--- config.mk ---
export PLATFORM = sky130hd
export DESIGN_NAME = ring_slide_ctrl_flat
export DESIGN_NICKNAME = d
export VERILOG_FILES = /design/src/rtl/ara_pkg.sv /design/src/rtl/ring_slide_ctrl_if.sv /design/src/rtl/ring_beat_counter.sv /design/src/rtl/ring_slide_ctrl.sv /design/src/flat_wrapper.sv
export SDC_FILE = /design/constraint.sdc
export NUM_CORES = 1
export LEC_CHECK = 0
export BUFFER_PORTS_ARGS = -buffer_cell sky130_fd_sc_hd__buf_2
export CAP_MARGIN = 20
export CORE_ASPECT_RATIO = 0.6
export CORE_MARGIN = 2
export CORE_UTILIZATION = 39
export DETAILED_ROUTE_END_ITERATION = 6
export HOLD_SLACK_MARGIN = 0.15
export SLEW_MARGIN = 20
export SYNTH_ARGS = -nofsm -noshare
export SYNTH_HDL_FRONTEND = slang
export SYNTH_SLANG_ARGS = --single-unit
--- constraint.sdc ---
create_clock -name clk_i -period 6.1 [get_ports clk_i]
set_input_delay 0.915 -clock clk_i [delete_from_list [all_inputs] [get_ports clk_i]]
set_output_delay 0.915 -clock clk_i [all_outputs]
set_load 0.02 [all_outputs]
--- src/rtl/ara_pkg.sv ---
// Shared types for the inter-cluster ring slide sequencer.
package ara_pkg;

    typedef enum logic {
        RING_LEFT  = 1'b0,
        RING_RIGHT = 1'b1
    } ring_dir_e;

    typedef enum logic [1:0] {
        ST_IDLE   = 2'd0,
        ST_CONFIG = 2'd1,
        ST_RUN    = 2'd2,
        ST_DONE   = 2'd3
    } ring_ctrl_state_e;

    // Index width for n items; a single item still needs one bit.
    function automatic int unsigned idx_width(input int unsigned n);
        return (n > 1) ? unsigned'($clog2(n)) : 1;
    endfunction

    localparam int unsigned RingNrClusters = 4;
    localparam int unsigned RingHopWidth   = idx_width(RingNrClusters);
    localparam int unsigned RingBeatWidth  = 16;

    typedef struct packed {
        ring_dir_e                dir;
        logic [RingHopWidth-1:0]  hops;
        logic [RingBeatWidth-1:0] beats;
    } ring_slide_cmd_t;

endpackage

--- src/rtl/ring_slide_ctrl_if.sv ---
// Command, router-configuration and observed-handshake signals between the
// slide unit / ring router (master side) and the slide sequencer (slave side).
interface ring_slide_ctrl_if
    import ara_pkg::*;
#(
    parameter int unsigned HopWidth     = idx_width(RingNrClusters),
    parameter int unsigned BeatCntWidth = RingBeatWidth
);
    logic                    cmd_valid_i;
    logic                    cmd_ready_o;
    logic                    cmd_dir_i;
    logic [HopWidth-1:0]     cmd_hops_i;
    logic [BeatCntWidth-1:0] cmd_beats_i;
    logic                    abort_i;

    logic                    dir_o;
    logic                    bypass_o;
    logic                    conf_valid_o;
    logic                    run_o;

    logic                    tx_valid_i;
    logic                    tx_ready_i;
    logic                    rx_valid_i;
    logic                    rx_ready_i;

    logic                    busy_o;
    logic                    done_o;
    logic                    err_o;

    modport master (
        output cmd_valid_i, cmd_dir_i, cmd_hops_i, cmd_beats_i, abort_i,
        output tx_valid_i, tx_ready_i, rx_valid_i, rx_ready_i,
        input  cmd_ready_o, dir_o, bypass_o, conf_valid_o, run_o,
        input  busy_o, done_o, err_o
    );

    modport slave (
        input  cmd_valid_i, cmd_dir_i, cmd_hops_i, cmd_beats_i, abort_i,
        input  tx_valid_i, tx_ready_i, rx_valid_i, rx_ready_i,
        output cmd_ready_o, dir_o, bypass_o, conf_valid_o, run_o,
        output busy_o, done_o, err_o
    );

endinterface

--- src/rtl/ring_beat_counter.sv ---
// Saturating beat counter. reached looks one step ahead (count after this
// cycle's enable equals the limit) so the sequencer can leave RUN on the
// same edge as the final beat. overflow flags an enable while saturated.
module ring_beat_counter
    import ara_pkg::*;
#(
    parameter int unsigned Width = RingBeatWidth
) (
    input  logic             clk_i,
    input  logic             rst_i,
    input  logic             clr,
    input  logic             en,
    input  logic [Width-1:0] limit,
    output logic             reached,
    output logic             overflow
);

    localparam logic [Width-1:0] One = Width'(1);

    logic [Width-1:0] count_q;
    logic [Width-1:0] count_d;
    logic             saturated;

    assign saturated = (count_q == limit);

    // Clear has priority; a saturated counter holds its value.
    always_comb begin
        count_d = count_q;
        if (clr) begin
            count_d = '0;
        end else if (en && !saturated) begin
            count_d = count_q + One;
        end
    end

    // Count register.
    always_ff @(posedge clk_i) begin
        if (rst_i) begin
            count_q <= '0;
        end else begin
            count_q <= count_d;
        end
    end

    assign reached  = (count_d == limit);
    assign overflow = en && saturated && !clr;

endmodule

--- src/rtl/ring_slide_ctrl.sv ---
// Per-cluster ring slide sequencer: takes one slide command, programs the
// router direction/bypass, opens the ring and counts tx/rx beats until both
// directions have moved the requested number of beats.
//
//   state     | meaning
//   ----------+------------------------------------------------------------
//   ST_IDLE   | waiting for a command; cmd_ready_o high
//   ST_CONFIG | router config strobe out, dir/bypass already stable
//   ST_RUN    | ring open (run_o), tx/rx beats counted
//   ST_DONE   | one-cycle completion pulse, then back to idle
module ring_slide_ctrl
    import ara_pkg::*;
#(
    parameter int unsigned NrClusters   = 4,
    parameter int unsigned BeatCntWidth = 16,
    parameter int unsigned HopWidth     = idx_width(NrClusters)
) (
    input  logic                clk_i,
    input  logic                rst_i,
    input  logic [HopWidth-1:0] cluster_id_i,
    ring_slide_ctrl_if.slave    bus
);

    // One extra bit so NrClusters itself is representable for the range checks.
    localparam logic [HopWidth:0] HopLimit = (HopWidth + 1)'(NrClusters);

    ring_ctrl_state_e        state_q, state_d;
    ring_dir_e               dir_q, dir_d;
    logic                    bypass_q, bypass_d;
    logic                    conf_q, conf_d;
    logic                    done_q, done_d;
    logic                    err_q, err_d;
    logic [BeatCntWidth-1:0] beats_q, beats_d;

    logic tx_hs, rx_hs;
    logic in_run;
    logic cnt_clr;
    logic tx_reached, rx_reached;
    logic tx_ovf, rx_ovf;
    logic stray_hs;
    logic hop_err, id_err;

    assign tx_hs    = bus.tx_valid_i && bus.tx_ready_i;
    assign rx_hs    = bus.rx_valid_i && bus.rx_ready_i;
    assign in_run   = (state_q == ST_RUN);
    assign stray_hs = !in_run && (tx_hs || rx_hs);
    assign hop_err  = ({1'b0, bus.cmd_hops_i} >= HopLimit);
    assign id_err   = ({1'b0, cluster_id_i} >= HopLimit);

    ring_beat_counter #(.Width(BeatCntWidth)) u_tx_cnt (
        .clk_i    (clk_i),
        .rst_i    (rst_i),
        .clr      (cnt_clr),
        .en       (in_run && tx_hs),
        .limit    (beats_q),
        .reached  (tx_reached),
        .overflow (tx_ovf)
    );

    ring_beat_counter #(.Width(BeatCntWidth)) u_rx_cnt (
        .clk_i    (clk_i),
        .rst_i    (rst_i),
        .clr      (cnt_clr),
        .en       (in_run && rx_hs),
        .limit    (beats_q),
        .reached  (rx_reached),
        .overflow (rx_ovf)
    );

    // Next state and next values of the registered outputs.
    always_comb begin
        state_d  = state_q;
        dir_d    = dir_q;
        bypass_d = bypass_q;
        conf_d   = 1'b0;
        done_d   = 1'b0;
        beats_d  = beats_q;
        cnt_clr  = 1'b0;
        err_d    = err_q || stray_hs || tx_ovf || rx_ovf;

        unique case (state_q)
            ST_IDLE: begin
                if (bus.cmd_valid_i) begin
                    dir_d    = ring_dir_e'(bus.cmd_dir_i);
                    bypass_d = (bus.cmd_hops_i == '0);
                    beats_d  = bus.cmd_beats_i;
                    cnt_clr  = 1'b1;
                    conf_d   = 1'b1;
                    // A new command starts with a clean error flag, but faults
                    // seen on the accept edge itself still belong to it.
                    err_d    = stray_hs || hop_err || id_err;
                    state_d  = ST_CONFIG;
                end
            end
            ST_CONFIG: begin
                if (bus.abort_i) begin
                    conf_d   = 1'b1;
                    bypass_d = 1'b1;
                    state_d  = ST_IDLE;
                end else if (bypass_q || (beats_q == '0)) begin
                    done_d   = 1'b1;
                    state_d  = ST_DONE;
                end else begin
                    state_d  = ST_RUN;
                end
            end
            ST_RUN: begin
                if (bus.abort_i) begin
                    // Hand the router back in pass-through before going idle.
                    conf_d   = 1'b1;
                    bypass_d = 1'b1;
                    state_d  = ST_IDLE;
                end else if (tx_reached && rx_reached) begin
                    done_d   = 1'b1;
                    state_d  = ST_DONE;
                end
            end
            ST_DONE: begin
                state_d = ST_IDLE;
            end
            default: begin
                state_d = ST_IDLE;
            end
        endcase
    end

    // State and registered-output register.
    always_ff @(posedge clk_i) begin
        if (rst_i) begin
            state_q  <= ST_IDLE;
            dir_q    <= RING_LEFT;
            bypass_q <= 1'b1;
            conf_q   <= 1'b0;
            done_q   <= 1'b0;
            err_q    <= 1'b0;
            beats_q  <= '0;
        end else begin
            state_q  <= state_d;
            dir_q    <= dir_d;
            bypass_q <= bypass_d;
            conf_q   <= conf_d;
            done_q   <= done_d;
            err_q    <= err_d;
            beats_q  <= beats_d;
        end
    end

    assign bus.cmd_ready_o  = (state_q == ST_IDLE);
    assign bus.busy_o       = (state_q != ST_IDLE);
    assign bus.run_o        = in_run;
    assign bus.dir_o        = dir_q;
    assign bus.bypass_o     = bypass_q;
    assign bus.conf_valid_o = conf_q;
    assign bus.done_o       = done_q;
    assign bus.err_o        = err_q;

endmodule

--- src/flat_wrapper.sv ---
// flat-port wrapper written by rule: the top's interface ports become plain ports
module ring_slide_ctrl_flat import ara_pkg::*;
#(
    parameter int unsigned NrClusters   = 4,
    parameter int unsigned BeatCntWidth = 16,
    parameter int unsigned HopWidth     = idx_width(NrClusters)
)
  (clk_i, rst_i, cluster_id_i, bus_cmd_valid_i, bus_cmd_dir_i, bus_cmd_hops_i, bus_cmd_beats_i, bus_abort_i, bus_tx_valid_i, bus_tx_ready_i, bus_rx_valid_i, bus_rx_ready_i, bus_cmd_ready_o, bus_dir_o, bus_bypass_o, bus_conf_valid_o, bus_run_o, bus_busy_o, bus_done_o, bus_err_o);
  ring_slide_ctrl_if #(.HopWidth(HopWidth), .BeatCntWidth(BeatCntWidth)) bus_i ();
  input  logic clk_i;
  input  logic rst_i;
  input  logic [HopWidth-1:0] cluster_id_i;
  input wire logic [$bits(bus_i.cmd_valid_i)-1:0] bus_cmd_valid_i;
  input wire logic [$bits(bus_i.cmd_dir_i)-1:0] bus_cmd_dir_i;
  input wire logic [$bits(bus_i.cmd_hops_i)-1:0] bus_cmd_hops_i;
  input wire logic [$bits(bus_i.cmd_beats_i)-1:0] bus_cmd_beats_i;
  input wire logic [$bits(bus_i.abort_i)-1:0] bus_abort_i;
  input wire logic [$bits(bus_i.tx_valid_i)-1:0] bus_tx_valid_i;
  input wire logic [$bits(bus_i.tx_ready_i)-1:0] bus_tx_ready_i;
  input wire logic [$bits(bus_i.rx_valid_i)-1:0] bus_rx_valid_i;
  input wire logic [$bits(bus_i.rx_ready_i)-1:0] bus_rx_ready_i;
  output wire logic [$bits(bus_i.cmd_ready_o)-1:0] bus_cmd_ready_o;
  output wire logic [$bits(bus_i.dir_o)-1:0] bus_dir_o;
  output wire logic [$bits(bus_i.bypass_o)-1:0] bus_bypass_o;
  output wire logic [$bits(bus_i.conf_valid_o)-1:0] bus_conf_valid_o;
  output wire logic [$bits(bus_i.run_o)-1:0] bus_run_o;
  output wire logic [$bits(bus_i.busy_o)-1:0] bus_busy_o;
  output wire logic [$bits(bus_i.done_o)-1:0] bus_done_o;
  output wire logic [$bits(bus_i.err_o)-1:0] bus_err_o;
  assign bus_i.cmd_valid_i = bus_cmd_valid_i;
  assign bus_i.cmd_dir_i = bus_cmd_dir_i;
  assign bus_i.cmd_hops_i = bus_cmd_hops_i;
  assign bus_i.cmd_beats_i = bus_cmd_beats_i;
  assign bus_i.abort_i = bus_abort_i;
  assign bus_i.tx_valid_i = bus_tx_valid_i;
  assign bus_i.tx_ready_i = bus_tx_ready_i;
  assign bus_i.rx_valid_i = bus_rx_valid_i;
  assign bus_i.rx_ready_i = bus_rx_ready_i;
  assign bus_cmd_ready_o = bus_i.cmd_ready_o;
  assign bus_dir_o = bus_i.dir_o;
  assign bus_bypass_o = bus_i.bypass_o;
  assign bus_conf_valid_o = bus_i.conf_valid_o;
  assign bus_run_o = bus_i.run_o;
  assign bus_busy_o = bus_i.busy_o;
  assign bus_done_o = bus_i.done_o;
  assign bus_err_o = bus_i.err_o;
  ring_slide_ctrl #(.NrClusters(NrClusters), .BeatCntWidth(BeatCntWidth), .HopWidth(HopWidth)) u_core (.clk_i(clk_i), .rst_i(rst_i), .cluster_id_i(cluster_id_i), .bus(bus_i));
endmodule
==> flow_summary.json, run 1 <==
{
  "seq_area_frac_synth_pct": 29.80,
  "synth-compound-area-share_pct": 17.88,
  "clockBufferDepth": 2,
  "syn_to_final_growth_pct": 8.263,
  "wl_per_cell_um": 18.65,
  "drive_gt1_share_pct": 13.07,
  "root_buffer": "clkbuf_16",
  "antenna_left": 0,
  "max_stage_delay_ns": 0.74,
  "antenna_found_initial": 0,
  "synthSimpleGateAreaFrac_pct": 30.51,
  "drt_wl_total_um": 11420,
  "cap_violations": 0,
  "endpoint_kind": "flip-flop",
  "num-nets-final": 516,
  "synth_mux_area_share_pct": 0.5757,
  "initial_core_util_pct": 40.21,
  "ioPinCount": 37,
  "grt_setup_unrepaired": "false",
  "critPathSlowestCell": "and4_1",
  "hp-class": "reg -> reg",
  "drt-met1-wl_um": 6056,
  "max_freq_mhz": 229.2,
  "synth_top_area_share_pct": 29.80,
  "setup_viol": 0,
  "gp_congestion": 0.9099,
  "clkLatencyLatePin_ns": 0.30,
  "tightest_slew_ns": 0.8210,
  "synthXorXnorAreaFrac_pct": 13.21,
  "synth_top_family_by_area": "simple AND/OR/NAND/NOR gates",
  "period_needed_ns": 4.363,
  "numCtsBuffers": 5,
  "setup_tns_ns": 0,
  "drc_errors": 0,
  "met2RoutedLength_um": 4462,
  "wl_met3_um": 769,
  "netlist_instances": 474,
  "drt_iter0_drc": 364,
  "critical_path_class": "reg -> reg",
  "worstPathArrival_ns": 4.56,
  "io_buffer_count": 34,
  "insertedDiodeCount": 0,
  "grt_first_pass_wirelength_um": 18440,
  "cts_num_sinks": 55,
  "grt.total_usage_pct": 23.16,
  "syn_area_per_cell_um2": 7.795,
  "postCtsSetupBuffers": 0,
  "fin_skew_ns": 0.006494,
  "hold_viol_final": 0,
  "power.density_nw_per_um2": 221.3,
  "synth-main-ff-cell": "dfxtp_1",
  "max_slew_margin_pct": 45.13,
  "cts.clk_slew.worst_paths_ns": 0.07,
  "crit_fanout": 20,
  "grt_pass1_vias": 3353,
  "maxSlewViolCount": 0,
  "yosysMostFrequentCell": "dfxtp_1",
  "drt-pass1-iter-count": 5,
  "ys_warn_count": 0,
  "synth-seq-cells": 55,
  "synth-async-reset-ratio_pct": 0,
  "path_cells": "xor2_1 -> nor4_2 -> and4_1 -> nor2_2 -> mux2_2 -> a211oi_1 -> nand4_1 -> or4_4 -> or3_1 -> o311ai_1",
  "row_count": 27,
  "syn_area_um2": 3695,
  "outcome": "completed",
  "dieArea_um2": 10290,
  "core_region_area_um2": 9189,
  "htreeDepth": 2,
  "highest_layer": "met4",
  "synthTopCellsByArea": "dfxtp_1, xor2_1, nor2_1",
  "fin_ws_ns": 1.737,
  "synth_top_cell_by_area": "dfxtp_1",
  "p_leak_nw": 1.579,
  "postCtsHoldBufs": 0,
  "cp_data_required_time_ns": 6.30,
  "cts_tree": "yes",
  "irDropWorstVdd_mv": 0.1023,
  "die_y_um": 79.40,
  "synthTopCellsByCount": "dfxtp_1, nor2_1, nand2_1",
  "grt_max_degree": 31,
  "dpl.hpwl_um": 8458,
  "synthesis.nets": 509,
  "synth_fa_ha_area_share_pct": 2.032,
  "grt.overflow.total": 0,
  "synth-edff-count": 0,
  "ys_types": 65,
  "post-place-ws_ns": 1.781,
  "die_w_um": 129.7,
  "cts_resized": 0,
  "vias": 3617,
  "fillers": 963,
  "vias_per_cell": 5.910,
  "crit_path_start_kind": "flip-flop",
  "finalCritPeriodShare_pct": 71.52
}
[layout make-up]
class | instances | area (um^2) | share of cell area (%)
multi-input combinational | 374 | 2377 | 59.43
sequential | 55 | 1101 | 27.53
timing repair buffer | 36 | 185.2 | 4.629
tap | 130 | 162.7 | 4.066
clock buffer | 5 | 125.1 | 3.128
inverter | 9 | 33.78 | 0.8445
clock inverter | 3 | 15.01 | 0.3754
[sequential cells by signal, indices dropped and copies added (netlist names)]
signal and cells:
u_core.bus.done_o 1, u_core.bus.conf_valid_o 1, u_core.bus.err_o 1, u_core.u_rx_cnt.count_q 16
u_core.u_tx_cnt.count_q 16, u_core.bus.bypass_o 1, u_core.beats_q 16, u_core.state_q 2
u_core.bus.dir_o 1
[path summary, 6_finish.rpt]
kind	from	endpoint	slack, ns	cells past startpoint
setup / recovery	u_core.beats_q[8]	u_core.state_q[1]	1.74	10
hold / removal	u_core.bus.dir_o	u_core.bus.dir_o	0.47	2
setup reg to reg	u_core.beats_q[8]	u_core.state_q[1]	1.74	10
hold reg to reg	u_core.bus.dir_o	u_core.bus.dir_o	0.47	2
[layer usage]
| metal | track usage [%] | vias up |
|---|---|---|
| met4 | 4.516 | 0 |
| met1 | 36.66 | 1749 |
| li1 | - | 1711 |
| met2 | 31.62 | 147 |
| met3 | 4.692 | 10 |
| met5 | 0 | - |
[placed cells by master (no fill, tap or decap), types with 11 or more instances in the layout]
cell type | netlist | final
nor2_1 | 52 | 51
dfxtp_1 | 55 | 55
buf_2 | 9 | 34
o21ai_0 | 20 | 20
nand3_1 | 17 | 17
xor2_1 | 44 | 44
nand2_1 | 50 | 49
a21oi_1 | 28 | 28
nand4_1 | 18 | 18
and3_1 | 11 | 11
nor3_1 | 12 | 12
[power by group]
part | switching [mW] | total, mW | internal, mW
Clock | 0.138 | 0.289 | 0.151
Sequential | 0.0264 | 0.399 | 0.372
Combinational | 0.132 | 0.198 | 0.0661
Total | 0.296 | 0.885 | 0.589
[through the flow]
| stage | utilization [%] | hold WS, ns | cell area (um^2) | power (mW) | std cells |
|---|---|---|---|---|---|
| 2_1_floorplan | - | 0.5001 | 3695 | 0.5435 | 474 |
| 3_3_place_gp | 41.98 | 0.4392 | 3857 | 0.5963 | 604 |
| 3_5_place_dp | 42.01 | 0.4606 | 3860 | 0.5982 | 604 |
| 4_1_cts | 43.53 | 0.4701 | 4000 | 0.8845 | 612 |
| 5_1_grt | 43.53 | 0.4850 | 4000 | 0.9294 | 612 |
| 6_report | 43.53 | 0.4657 | 4000 | 0.8851 | 612 |
[worst max-delay path, delay by kind of cell, from the launching register on]
| kind | cells | cell delay, ns |
|---|---|---|
| AOI/OAI and AO/OA | 2 | 0.81 |
| xor gates and xnor gates | 1 | 0.16 |
| DFF | 1 | 0.57 |
| muxes | 1 | 0.32 |
| and+or+nand+nor | 6 | 2.40 |
[logic make-up after synthesis]
kind of cell,count (synthesis)
compound gates,99
xor+xnor,54
fa+ha+maj,6
buf+inv,45
flops,55
mux,2
simple gates,213
(Power assumes the default switching activity.)
==> run 2, diff against run 1 <==
Clock period 6.1 ns to 4.1 ns, I/O delays scaled along.
==> flow_summary.json, run 2 (synthesis results as in run 1) <==
{
  "outcome": "completed",
  "wl_per_cell_um": 18.47,
  "tightest_slew_ns": 0.7250,
  "grt.total_usage_pct": 23.45,
  "core_region_area_um2": 9189,
  "htreeDepth": 2,
  "crit_fanout": 13,
  "vias_per_cell": 5.886,
  "max_freq_mhz": 259.3,
  "setup_tns_ns": 0,
  "hold_viol_final": 0,
  "num-nets-final": 533,
  "drt_iter0_drc": 457,
  "critPathSlowestCell": "or4_4",
  "cts_num_sinks": 55,
  "antenna_left": 0,
  "crit_path_start_kind": "flip-flop",
  "cts.clk_slew.worst_paths_ns": 0.08,
  "drc_errors": 0,
  "drt-pass1-iter-count": 6,
  "layout.cells.non_filler": 629,
  "critical_path_class": "reg -> reg",
  "hp-class": "reg -> reg",
  "hold_ws_ns": 0.4589,
  "max_stage_delay_ns": 0.59,
  "clkPwrFrac_pct": 33.2,
  "grt_first_pass_wirelength_um": 18400,
  "final_cell_mix": "dfxtp_1, nor2_1, nand2_1, xor2_1, buf_2",
  "wl_met3_um": 1048,
  "grt_pass1_vias": 3266,
  "grt_setup_unrepaired": "false",
  "gp_congestion": 0.9132,
  "clockBufferDepth": 2,
  "antenna_found_initial": 0,
  "io_buffer_count": 34,
  "power.density_nw_per_um2": 327.9,
  "fin_skew_ns": 0.01200,
  "cts_tree": "yes",
  "initial_core_util_pct": 40.21,
  "path_cells": "xor2_1 -> nor4_2 -> and4_1 -> buf_4 -> nor2_1 -> a31oi_1 -> nand4b_1 -> or4_1 -> or4_4 -> or3_1 -> o311ai_1",
  "dieArea_um2": 10290,
  "setup_viol": 0,
  "drt-met1-wl_um": 5984,
  "insertedDiodeCount": 0,
  "syn_to_final_growth_pct": 12.46,
  "drive_gt1_share_pct": 16.63,
  "die_w_um": 129.7,
  "p_int_uw": 915.7,
  "irDropWorstVdd_mv": 0.2256,
  "swShare_pct": 32.79,
  "numCtsBuffers": 5,
  "clkLatencyLatePin_ns": 0.30,
  "met2RoutedLength_um": 4469,
  "top_regs": "u_core.beats_q x16, u_core.u_rx_cnt.count_q x16, u_core.u_tx_cnt.count_q x16",
  "p_switching_uw": 446.8,
  "final_common_cell": "dfxtp_1",
  "endpoint_kind": "flip-flop",
  "die_y_um": 79.40,
  "root_buffer": "clkbuf_16",
  "highest_layer": "met4",
  "maxSlewViolCount": 0,
  "finalCritPeriodShare_pct": 94.06,
  "seq_power_share_pct": 42.9,
  "postLayoutCoreUtil_pct": 45.22,
  "ioPinCount": 37,
  "cp_data_required_time_ns": 4.31,
  "period_needed_ns": 3.856,
  "cap_violations": 0,
  "max_slew_margin_pct": 51.61,
  "grt.overflow.total": 0,
  "worstPathArrival_ns": 4.07,
  "grt_max_degree": 31,
  "row_count": 27,
  "vias": 3702,
  "drt_wl_total_um": 11620,
  "p_leak_nw": 1.667,
  "comb_power_share_pct": 23.9,
  "power_mw": 1.362,
  "dpl.hpwl_um": 8720,
  "dp_cells": 621
}
run 2: through the flow:
stage               setup slack, ns  instance area [um^2]
floorplan                    0.4449                  3695
detailed placement          0.09240                  3988
global placement             0.1204                  3985
finish                       0.2436                  4155
global route                0.05607                  4155
CTS                         0.07898                  4139
run 2: power groups by stage:
stage / logic (mW) / clock network [mW] / registers (mW)
detailed placement: 0.317 / 0 / 0.596
global route: 0.355 / 0.474 / 0.587
CTS: 0.318 / 0.453 / 0.584
global placement: 0.312 / 0 / 0.596
floorplan: 0.224 / 0 / 0.584
finish: 0.326 / 0.452 / 0.585
run 2: cell type report:
class                      count  area, um^2
fill                         951        5034
clock buffer                   7       142.6
clock inverter                 1       8.758
multi-input combinational    374        2394
timing repair buffer          53       312.8
sequential                    55        1101
tap                          130       162.7
inverter                       9       33.78
run 2: final timing paths:
path                 startpoint  slack, ns  cells past startpoint           endpoint
min            u_core.bus.dir_o       0.46                      2   u_core.bus.dir_o
min reg2reg    u_core.bus.dir_o       0.46                      2   u_core.bus.dir_o
max          u_core.beats_q[13]       0.24                     11  u_core.state_q[1]
max reg2reg  u_core.beats_q[13]       0.24                     11  u_core.state_q[1]
run 2: routing by layer:
metal	track usage, %	up-vias
li1	-	1757
met2	31.10	178
met3	4.088	15
met4	4.946	0
met1	38.19	1752
met5	0	-
run 2: worst max-delay path, delay by kind of cell (launching register included):
| family | cells | cell delay (ns) |
|---|---|---|
| buffers and inverters | 1 | 0.24 |
| AO/OA/AOI/OAI | 2 | 0.45 |
| AND/OR/NAND/NOR | 7 | 2.46 |
| flip-flops | 1 | 0.47 |
| XOR/XNOR | 1 | 0.15 |
run 2: repair_timing:
action | CTS | global route
setup endpoints to repair | 0 | 2
gates resized for setup | 0 | 5
endpoints found under the hold margin | 0 | 0
setup buffers | 0 | 0
hold buffers | 0 | 0
==> run 3, diff against run 2 <==
Settings changed: BUFFER_PORTS_ARGS -buffer_cell sky130_fd_sc_hd__buf_2 to unset, CAP_MARGIN 20 to unset, CORE_UTILIZATION 39 to 60, DONT_BUFFER_PORTS set to 1, PLACE_DENSITY set to 0.76.
==> flow_summary.json, run 3 (synthesis results as in run 1) <==
{
  "outcome": "completed",
  "grt_pass1_vias": 3243,
  "postCtsHoldBufs": 0,
  "die_w_um": 105.3,
  "p_leak_nw": 1.566,
  "drt_iter0_drc": 397,
  "hold_start": "rst_i",
  "r2r-start": "u_core.u_tx_cnt.count_q[4]",
  "die_y_um": 64.79,
  "drt-pass1-iter-count": 5,
  "crit_fanout": 14,
  "critical_path_class": "reg -> reg",
  "clkPwrFrac_pct": 26.7,
  "dp_cells": 553,
  "drt_wl_total_um": 11070,
  "r2r_cells": 10,
  "worstPathArrival_ns": 4.19,
  "grt.total_usage_pct": 32.68,
  "hold_depth": 1,
  "hold_ws_ns": 0.3499,
  "post-place-ws_ns": 0.2430,
  "setup_viol": 0,
  "row_count": 22,
  "root_buffer": "clkbuf_8",
  "numCtsBuffers": 5,
  "setup_tns_ns": 0,
  "gp_congestion": 0.9320,
  "top_regs": "u_core.beats_q x16, u_core.u_rx_cnt.count_q x16, u_core.u_tx_cnt.count_q x16",
  "comb_power_share_pct": 25.6,
  "period_needed_ns": 3.967,
  "crit_path_start_kind": "flip-flop",
  "endpoint_kind": "flip-flop",
  "antenna_left": 0,
  "core_region_area_um2": 6028,
  "postCtsSetupBuffers": 0,
  "postLayoutCoreUtil_pct": 65.53,
  "met1_usage_pct": 47.78,
  "busiest_layer": "met2",
  "cap_violations": 0,
  "swShare_pct": 35.00,
  "drc_errors": 0,
  "cts_num_sinks": 55,
  "max_slew_margin_pct": 54.83,
  "power.density_nw_per_um2": 308.4,
  "vias_per_cell": 6.458,
  "p_int_uw": 791.9,
  "irDropWorstVdd_mv": 0.1971,
  "num-nets-final": 511,
  "cts.clk_slew.worst_paths_ns": 0.11,
  "grt_setup_unrepaired": "false",
  "antenna_found_initial": 0,
  "grt_max_degree": 31,
  "clockBufferDepth": 2,
  "drive_gt1_share_pct": 12.58,
  "grt.overflow.total": 0,
  "vias": 3623,
  "dpl.hpwl_um": 8615,
  "final_cell_mix": "dfxtp_1, nand2_1, nor2_1, xor2_1, buf_4",
  "layout.cells.non_filler": 561,
  "dieArea_um2": 6823,
  "initial_core_util_pct": 61.29,
  "io_buffer_count": 0,
  "htreeDepth": 2,
  "clkLatencyLatePin_ns": 0.32,
  "fin_skew_ns": 0.009798,
  "wl_per_cell_um": 19.73,
  "cts_resized": 0,
  "grt_first_pass_wirelength_um": 17040,
  "cp_data_required_time_ns": 4.33,
  "maxSlewViolCount": 0,
  "max_freq_mhz": 252.1,
  "tightest_slew_ns": 0.6752,
  "insertedDiodeCount": 0,
  "final_common_cell": "dfxtp_1",
  "fin_ws_ns": 0.1335,
  "seq_power_share_pct": 47.7,
  "hold_viol_final": 0,
  "hp-class": "in -> reg",
  "grtUsageMet2_pct": 48.71,
  "worstHoldEndpoint": "u_core.beats_q[1]",
  "cts_tree": "yes",
  "syn_to_final_growth_pct": 6.908,
  "r2r_setup_slack_ns": 0.13,
  "timing.rr.end": "u_core.state_q[1]",
  "p_switching_uw": 426.5,
  "finalCritPeriodShare_pct": 96.74,
  "ioPinCount": 37,
  "grt_util_met3_pct": 7.042
}
-- run 3: cell count changes in the layout (fill, tap and decap cells not counted), moves of 2 or more --
cell / delta
inv_6: +2
buf_2: -34
clkbuf_16: -5
buf_4: +12
clkbuf_8: +4
nor2_2: +2
-- run 3: power groups by stage --
stage	combinational [mW]	clock [mW]	sequential (mW)
floorplan	0.224	0	0.584
global placement	0.295	0	0.592
detailed placement	0.300	0	0.593
CTS	0.301	0.328	0.581
global route	0.334	0.349	0.583
finish	0.312	0.326	0.581
-- run 3: worst max-delay path, cell delays in order, from the launching register on --
cell and delay, ns:
dfxtp_1 0.48, xor2_1 0.18, nor4_2 0.31, and4_1 0.60
nor2_2 0.12, mux2_2 0.31, a211oi_1 0.44, nand4_1 0.24
or4_4 0.55, or3_1 0.38, o311ai_1 0.28
-- run 3: how the worst max path moves through the flow --
stage / from / to / slack, ns
2_1_floorplan: u_core.state_q[0] / u_core.state_q[1] / 0.44
5_1_grt: u_core.state_q[0] / u_core.state_q[1] / 0.02
6_report: u_core.u_tx_cnt.count_q[4] / u_core.state_q[1] / 0.13
3_3_place_gp: u_core.state_q[0] / u_core.state_q[1] / 0.30
3_5_place_dp: u_core.state_q[0] / u_core.state_q[1] / 0.24
4_1_cts: u_core.state_q[0] / u_core.state_q[1] / 0.22
-- run 3: metrics by stage --
step	cell area [um^2]	power [mW]
6_report	3950	1.218
5_1_grt	3950	1.266
4_1_cts	3943	1.210
3_5_place_dp	3847	0.8927
3_3_place_gp	3847	0.8872
2_1_floorplan	3695	0.8087
-- run 3: cell type report --
cell class                      count  area (um^2)
Multi-Input combinational cell    374         2382
Fill cell                         527         2078
Sequential cell                    55         1101
Timing Repair Buffer               31        232.7
Tap cell                           84        105.1
Clock buffer                        5        68.82
Inverter                            9        33.78
Clock inverter                      3        26.28
-- run 3: metal layers --
| layer | up-vias | wire [um] | part of all wire [%] |
|---|---|---|---|
| met1 | 1677 | 5044 | 46 |
| met3 | 24 | 1223 | 11 |
| met4 | 0 | 244 | 2.2 |
| li1 | 1706 | - | - |
| met5 | - | 0 | 0 |
| met2 | 216 | 4558 | 41 |
